===== src/rtl/snn_vote_classifier.sv =====
// snn_vote_classifier: per-image spike counting, winner search, and neuron label learning/readout.
// Test mode adds a tally vote and relabels the winner; classify mode returns the winner's label.
module snn_vote_classifier #(
    parameter int         N        = 8,
    parameter int         C        = 10,
    parameter int         CW       = 8,
    parameter int         TW       = 12,
    parameter logic [7:0] NO_LABEL = 8'hFF
) (
    input  logic         clk,
    input  logic         rst,
    input  logic [1:0]   i_train_test_classify,
    input  logic         i_start_img,
    input  logic         i_coring,
    input  logic         i_tu_incre,
    input  logic [N-1:0] i_ops,
    input  logic [7:0]   i_test_label,
    input  logic         i_deciding,
    output logic         o_valid_deciding,
    output logic [7:0]   o_image_label,
    output logic         o_busy
);
    localparam int NW = (N > 1) ? $clog2(N) : 1;
    localparam int KW = $clog2(C);
    typedef enum logic [2:0] {IDLE, SCAN, UPDATE, ASSIGN, DONE} state_t;
    state_t        r_state;
    logic [CW-1:0] r_cnt [N];
    logic [TW-1:0] r_tally [N][C];
    logic [7:0]    r_label [N];
    logic          r_pend;
    logic [1:0]    r_mode;
    logic [7:0]    r_tl;
    logic [NW-1:0] r_idx, r_win;
    logic [CW-1:0] r_max;
    logic [KW-1:0] r_cls;
    logic          r_wb;
    logic [TW-1:0] r_best;
    logic [7:0]    r_best_cls;
    logic          w_clear, w_count, w_tally_ok;
    logic [TW-1:0] w_row_val, w_hit_val;

    assign o_busy     = r_state != IDLE;
    // A start_img seen while busy is deferred to the DONE->IDLE edge.
    assign w_clear    = (r_state == IDLE && i_start_img) || (r_state == DONE && (r_pend || i_start_img));
    assign w_count    = i_coring && i_tu_incre && !r_pend;
    assign w_tally_ok = r_max != '0 && r_tl < 8'(C);
    assign w_row_val  = r_tally[r_win][r_cls];
    assign w_hit_val  = r_tally[r_win][r_tl[KW-1:0]];

    always_ff @(posedge clk) begin
        if (rst) begin
            r_pend <= 1'b0;
            for (int i = 0; i < N; i++) r_cnt[i] <= '0;
        end else begin
            if (r_state == DONE) r_pend <= 1'b0;
            else if (i_start_img && r_state != IDLE) r_pend <= 1'b1;
            for (int i = 0; i < N; i++)
                if (w_clear) r_cnt[i] <= '0;
                else if (w_count && i_ops[i] && r_cnt[i] != '1) r_cnt[i] <= r_cnt[i] + 1'b1;
        end
    end

    always_ff @(posedge clk) begin
        if (rst) begin
            r_state          <= IDLE;
            o_valid_deciding <= 1'b0;
            o_image_label    <= NO_LABEL;
            r_mode           <= '0;
            r_tl             <= '0;
            r_idx            <= '0;
            r_win            <= '0;
            r_max            <= '0;
            r_cls            <= '0;
            r_wb             <= 1'b0;
            r_best           <= '0;
            r_best_cls       <= NO_LABEL;
            for (int i = 0; i < N; i++) begin
                r_label[i] <= NO_LABEL;
                for (int j = 0; j < C; j++) r_tally[i][j] <= '0;
            end
        end else begin
            o_valid_deciding <= 1'b0;
            case (r_state)
                IDLE: if (i_deciding) begin
                    r_mode  <= i_train_test_classify;
                    r_tl    <= i_test_label;
                    r_max   <= '0;
                    r_win   <= '0;
                    r_idx   <= '0;
                    r_state <= SCAN;
                end
                SCAN: begin
                    if (r_cnt[r_idx] > r_max) begin
                        r_max <= r_cnt[r_idx];
                        r_win <= r_idx;
                    end
                    r_idx <= r_idx + 1'b1;
                    if (r_idx == NW'(N - 1)) r_state <= UPDATE;
                end
                UPDATE: begin
                    r_cls      <= '0;
                    r_wb       <= 1'b0;
                    r_best     <= '0;
                    r_best_cls <= NO_LABEL;
                    if (r_mode == 2'b10) begin
                        o_image_label    <= r_max != '0 ? r_label[r_win] : NO_LABEL;
                        o_valid_deciding <= 1'b1;
                        r_state          <= DONE;
                    end else if (r_mode == 2'b01) begin
                        o_image_label <= r_tl;
                        if (w_tally_ok) begin
                            if (w_hit_val != '1) r_tally[r_win][r_tl[KW-1:0]] <= w_hit_val + 1'b1;
                            r_state <= ASSIGN;
                        end else begin
                            o_valid_deciding <= 1'b1;
                            r_state          <= DONE;
                        end
                    end else begin
                        o_image_label    <= NO_LABEL;
                        o_valid_deciding <= 1'b1;
                        r_state          <= DONE;
                    end
                end
                // C compare cycles over the winner's row, then one write-back cycle.
                ASSIGN: begin
                    if (r_wb) begin
                        r_label[r_win]   <= r_best_cls;
                        o_valid_deciding <= 1'b1;
                        r_state          <= DONE;
                    end else begin
                        if (w_row_val > r_best) begin
                            r_best     <= w_row_val;
                            r_best_cls <= 8'(r_cls);
                        end
                        r_cls <= r_cls + 1'b1;
                        if (r_cls == KW'(C - 1)) r_wb <= 1'b1;
                    end
                end
                DONE:    r_state <= IDLE;
                default: r_state <= IDLE;
            endcase
        end
    end
endmodule

===== config.mk =====
export PLATFORM = sky130hd
export DESIGN_NAME = snn_vote_classifier
export DESIGN_NICKNAME = d
export VERILOG_FILES = /design/src/rtl/snn_vote_classifier.sv
export SDC_FILE = /design/constraint.sdc
export NUM_CORES = 2
export LEC_CHECK = 0
export ABC_AREA = 1
export CAP_MARGIN = 15
export CORE_ASPECT_RATIO = 0.8
export CORE_UTILIZATION = 64
export CTS_CLUSTER_DIAMETER = 60
export DETAILED_ROUTE_END_ITERATION = 7
export HOLD_SLACK_MARGIN = 0.1
export PLACE_DENSITY_LB_ADDON = 0.1
export RECOVER_POWER = 25
export SYNTH_ARGS = -nofsm -noshare
export SYNTH_HDL_FRONTEND = slang
export SYNTH_SLANG_ARGS = --single-unit

===== constraint.sdc =====
create_clock -name clk -period 4 [get_ports clk]
set_input_delay 1.2 -clock clk [delete_from_list [all_inputs] [get_ports clk]]
set_output_delay 1.2 -clock clk [all_outputs]
set_load 0.1 [all_outputs]

==> impl_metrics.toml <==
[status]
status = "completed"

[synthesis]
yosysUniqueCellTypes = 48
ys_seq_area_share_pct = 56.36
synth_area_leader_cell = "edfxtp_1"
syn_nets = 6167
syn-cell-area_um2 = 58990
synth-main-ff-cell = "edfxtp_1"
yosys_warnings = 0
synthTopCellsByArea = "edfxtp_1 54%, nor2_2 7.7%, nand2_1 7.3%"
syn_inst = 6110
ys_top_cells_by_count = "1,149 x nand2_1, 1,064 x edfxtp_1, 965 x nor2_1, 727 x nor2_2, 437 x nand3_1"
synth_edf_count = 1064
synth.most_common_cell = "nand2_1"
synth-seq-cells = 1129
synth.avg_cell_area_um2 = 9.655
synth_top_area_share_pct = 54.16
async_flop_share_pct = 0

[final_layout]
layout.nets = 6312
utilization_pct = 71.92
drive_above_1_share_pct = 22.38
nFillCells = 6722
antenna-diode-count = 0
area_delta_synth_final_pct = 11.29

[clocking]
cts_buffers = 112
ctsHoldBuffers = 0
clk_latency_ns = 0.71
cts.sinks = 1129
cts_tree = "yes"
clock_path_buffers = 3
clk_pin_slew_ns = 0.06
htree_levels = 3
cts-root-buf = "clkbuf_16"

[global_route]
grt_pass1_vias = 42646
track_usage_pct = 38.38
grt_pass1_wl_um = 266500
antenna_found_initial = 0
overflow = 0
grt_max_degree = 108

[route]
wl_per_cell_um = 23.77
vias_per_cell = 6.011
vias = 45453
drt_iter0_markers = 6660
drc_errors = 0
ant_nets = 0
drt_first_pass_iters = 6
wirelength_um = 179700

[run]
maxCapViolCount = 0

[placement]
place_congestion = 1.096
dp_hpwl_um = 123400
port_buffers = 33
post-place-ws_ns = 0.03858

[pwr]
leakage_nw = 25.21
ir_drop_mv = 0.4658
power_density_nw_per_um2 = 505.5
fin_total_pwr_mw = 33.19

[timing]
worst_pin_slew_ns = 1.154
final.min_clock_period_ns = 3.912
worst_clock_skew_ns = 0.02994
setup_viol = 0
fin_tns_setup_ns = 0
fin_crit_sh_pct = 97.80
drv_slew = 0
setup_ws_ns = 0.08799
relSlewSlack_pct = 23.43
fmax_mhz = 255.6
final_hold_viol_count = 0

[floorplanning]
num_io_pins = 34
die_area_um2 = 93400
die_h_um = 273.6
start_util_pct = 64.62
dieWidth_um = 341.4
core_um2 = 91290
rows = 99

[critical_path]
crit_fanout = 28
cp.buffers_inverters = 7
cpMostUsedCell = "nor2_1"
crit_chain = "buf_12, buf_12, buf_4, nor2_1, nor2_1, o21ai_0, nand3_1, nand3_1, nand2_1, nor2_1, nor2_2, nor2_4, inv_4, ha_1, inv_1, buf_4, xor2_2, buf_6, nor2_1"
worst_path_dominant_cell_family = "buffers and inverters"
start_kind = "register"
required_ns = 4.43
end_kind = "register"
cp.arrival_ns = 4.34
critPathSlowestCell = "dfxtp_4"
criticalPathCategory = "reg2reg"
slowest_delay_ns = 0.45

[worst_hold_path]
hold_path_class = "reg2reg"
==> worst min-delay path: stages, from the launching register on <==
cell	delay [ns]
dfxtp_1	0.31
nand2_1	0.06
a21oi_1	0.05
==> sequential cells by signal, summed over array words and instances, names as in the netlist, named ones only <==
register	cells
r_win	3
o_valid_deciding	1
r_idx	3
r_label	40
r_pend	1
r_max	8
r_tl	8
r_cls	4
r_mode	2
o_image_label	8
r_wb	1
r_best_cls	5
r_state	3
r_tally	960
r_cnt	64
r_best	12
==> cells in the final DEF (no fill, tap or decap), types with 52 or more instances in the layout <==
cell type     n
clkbuf_1     52
o21ai_1     133
nor2_1     1014
edfxtp_1   1064
o21ai_0     280
buf_12      109
nor2_2      676
buf_4       270
nand2_1    1143
nand4_4      66
dfxtp_1      62
clkbuf_16   115
a21oi_1     120
nand3_1     432
inv_1       356
==> what timing repair did <==
action / in CTS / in global routing
endpoints found under the setup margin: 1 / 879
gates cloned: 0 / 1
resized for setup: 1 / 33
pin swaps: 0 / 4
setup buffers: 0 / 5
==> stage by stage <==
stage               area [um^2]  hold WS [ns]  instances
finish                    65660        0.4660       7562
global route              65660        0.4950       7562
CTS                       66280        0.4659       7556
detailed placement        62790        0.4567       7347
global placement          62790        0.4531       7347
floorplan                 58990        0.4442       6110
==> report_power, final <==
group          total (mW)  switching, mW  internal, mW
clock                10.2           4.63          5.58
sequential           13.8          0.316          13.5
combinational        9.19           6.95          2.24
==> kinds of logic (layout without fill, tap and decap cells) <==
kind of cell / after synthesis / count (layout) / synth area share (%)
flip-flops: 1129 / 1129 / 56.36
XOR/XNOR: 31 / 31 / 0.4602
adder cells (fa/ha/maj): 33 / 33 / 0.6999
buffers and inverters: 836 / 1076 / 7.983
AO/OA/AOI/OAI: 605 / 605 / 5.444
AND/OR/NAND/NOR: 3476 / 3476 / 29.05
==> metal layers <==
metal | up-vias | GRT usage (%) | share of wire [%]
met3 | 385 | 7.361 | 12
met1 | 21778 | 56.58 | 40
met5 | - | 0 | 0
met4 | 0 | 12.91 | 3.7
met2 | 2764 | 57.21 | 44
li1 | 20526 | - | -
==> worst paths after layout <==
kind	startpoint	endpoint	slack, ns	cells past startpoint
setup reg to reg	register	r_tally[6][98]	0.09	19
hold / removal	r_max[7]	r_max[7]	0.47	2
hold reg to reg	r_max[7]	r_max[7]	0.47	2
setup / recovery	register	r_tally[6][98]	0.09	19
==> cell type report <==
| type | count | area [um^2] | area share, % |
|---|---|---|---|
| Tap cell | 1212 | 1516 | 2.310 |
| Multi-Input combinational cell | 4145 | 20880 | 31.81 |
| Clock buffer | 150 | 3108 | 4.734 |
| Timing Repair Buffer | 489 | 5035 | 7.668 |
| Inverter | 378 | 1468 | 2.235 |
| Clock inverter | 59 | 384.1 | 0.5850 |
| Sequential cell | 1129 | 33260 | 50.66 |
Note: power is estimated with default switching activity, not from simulation.
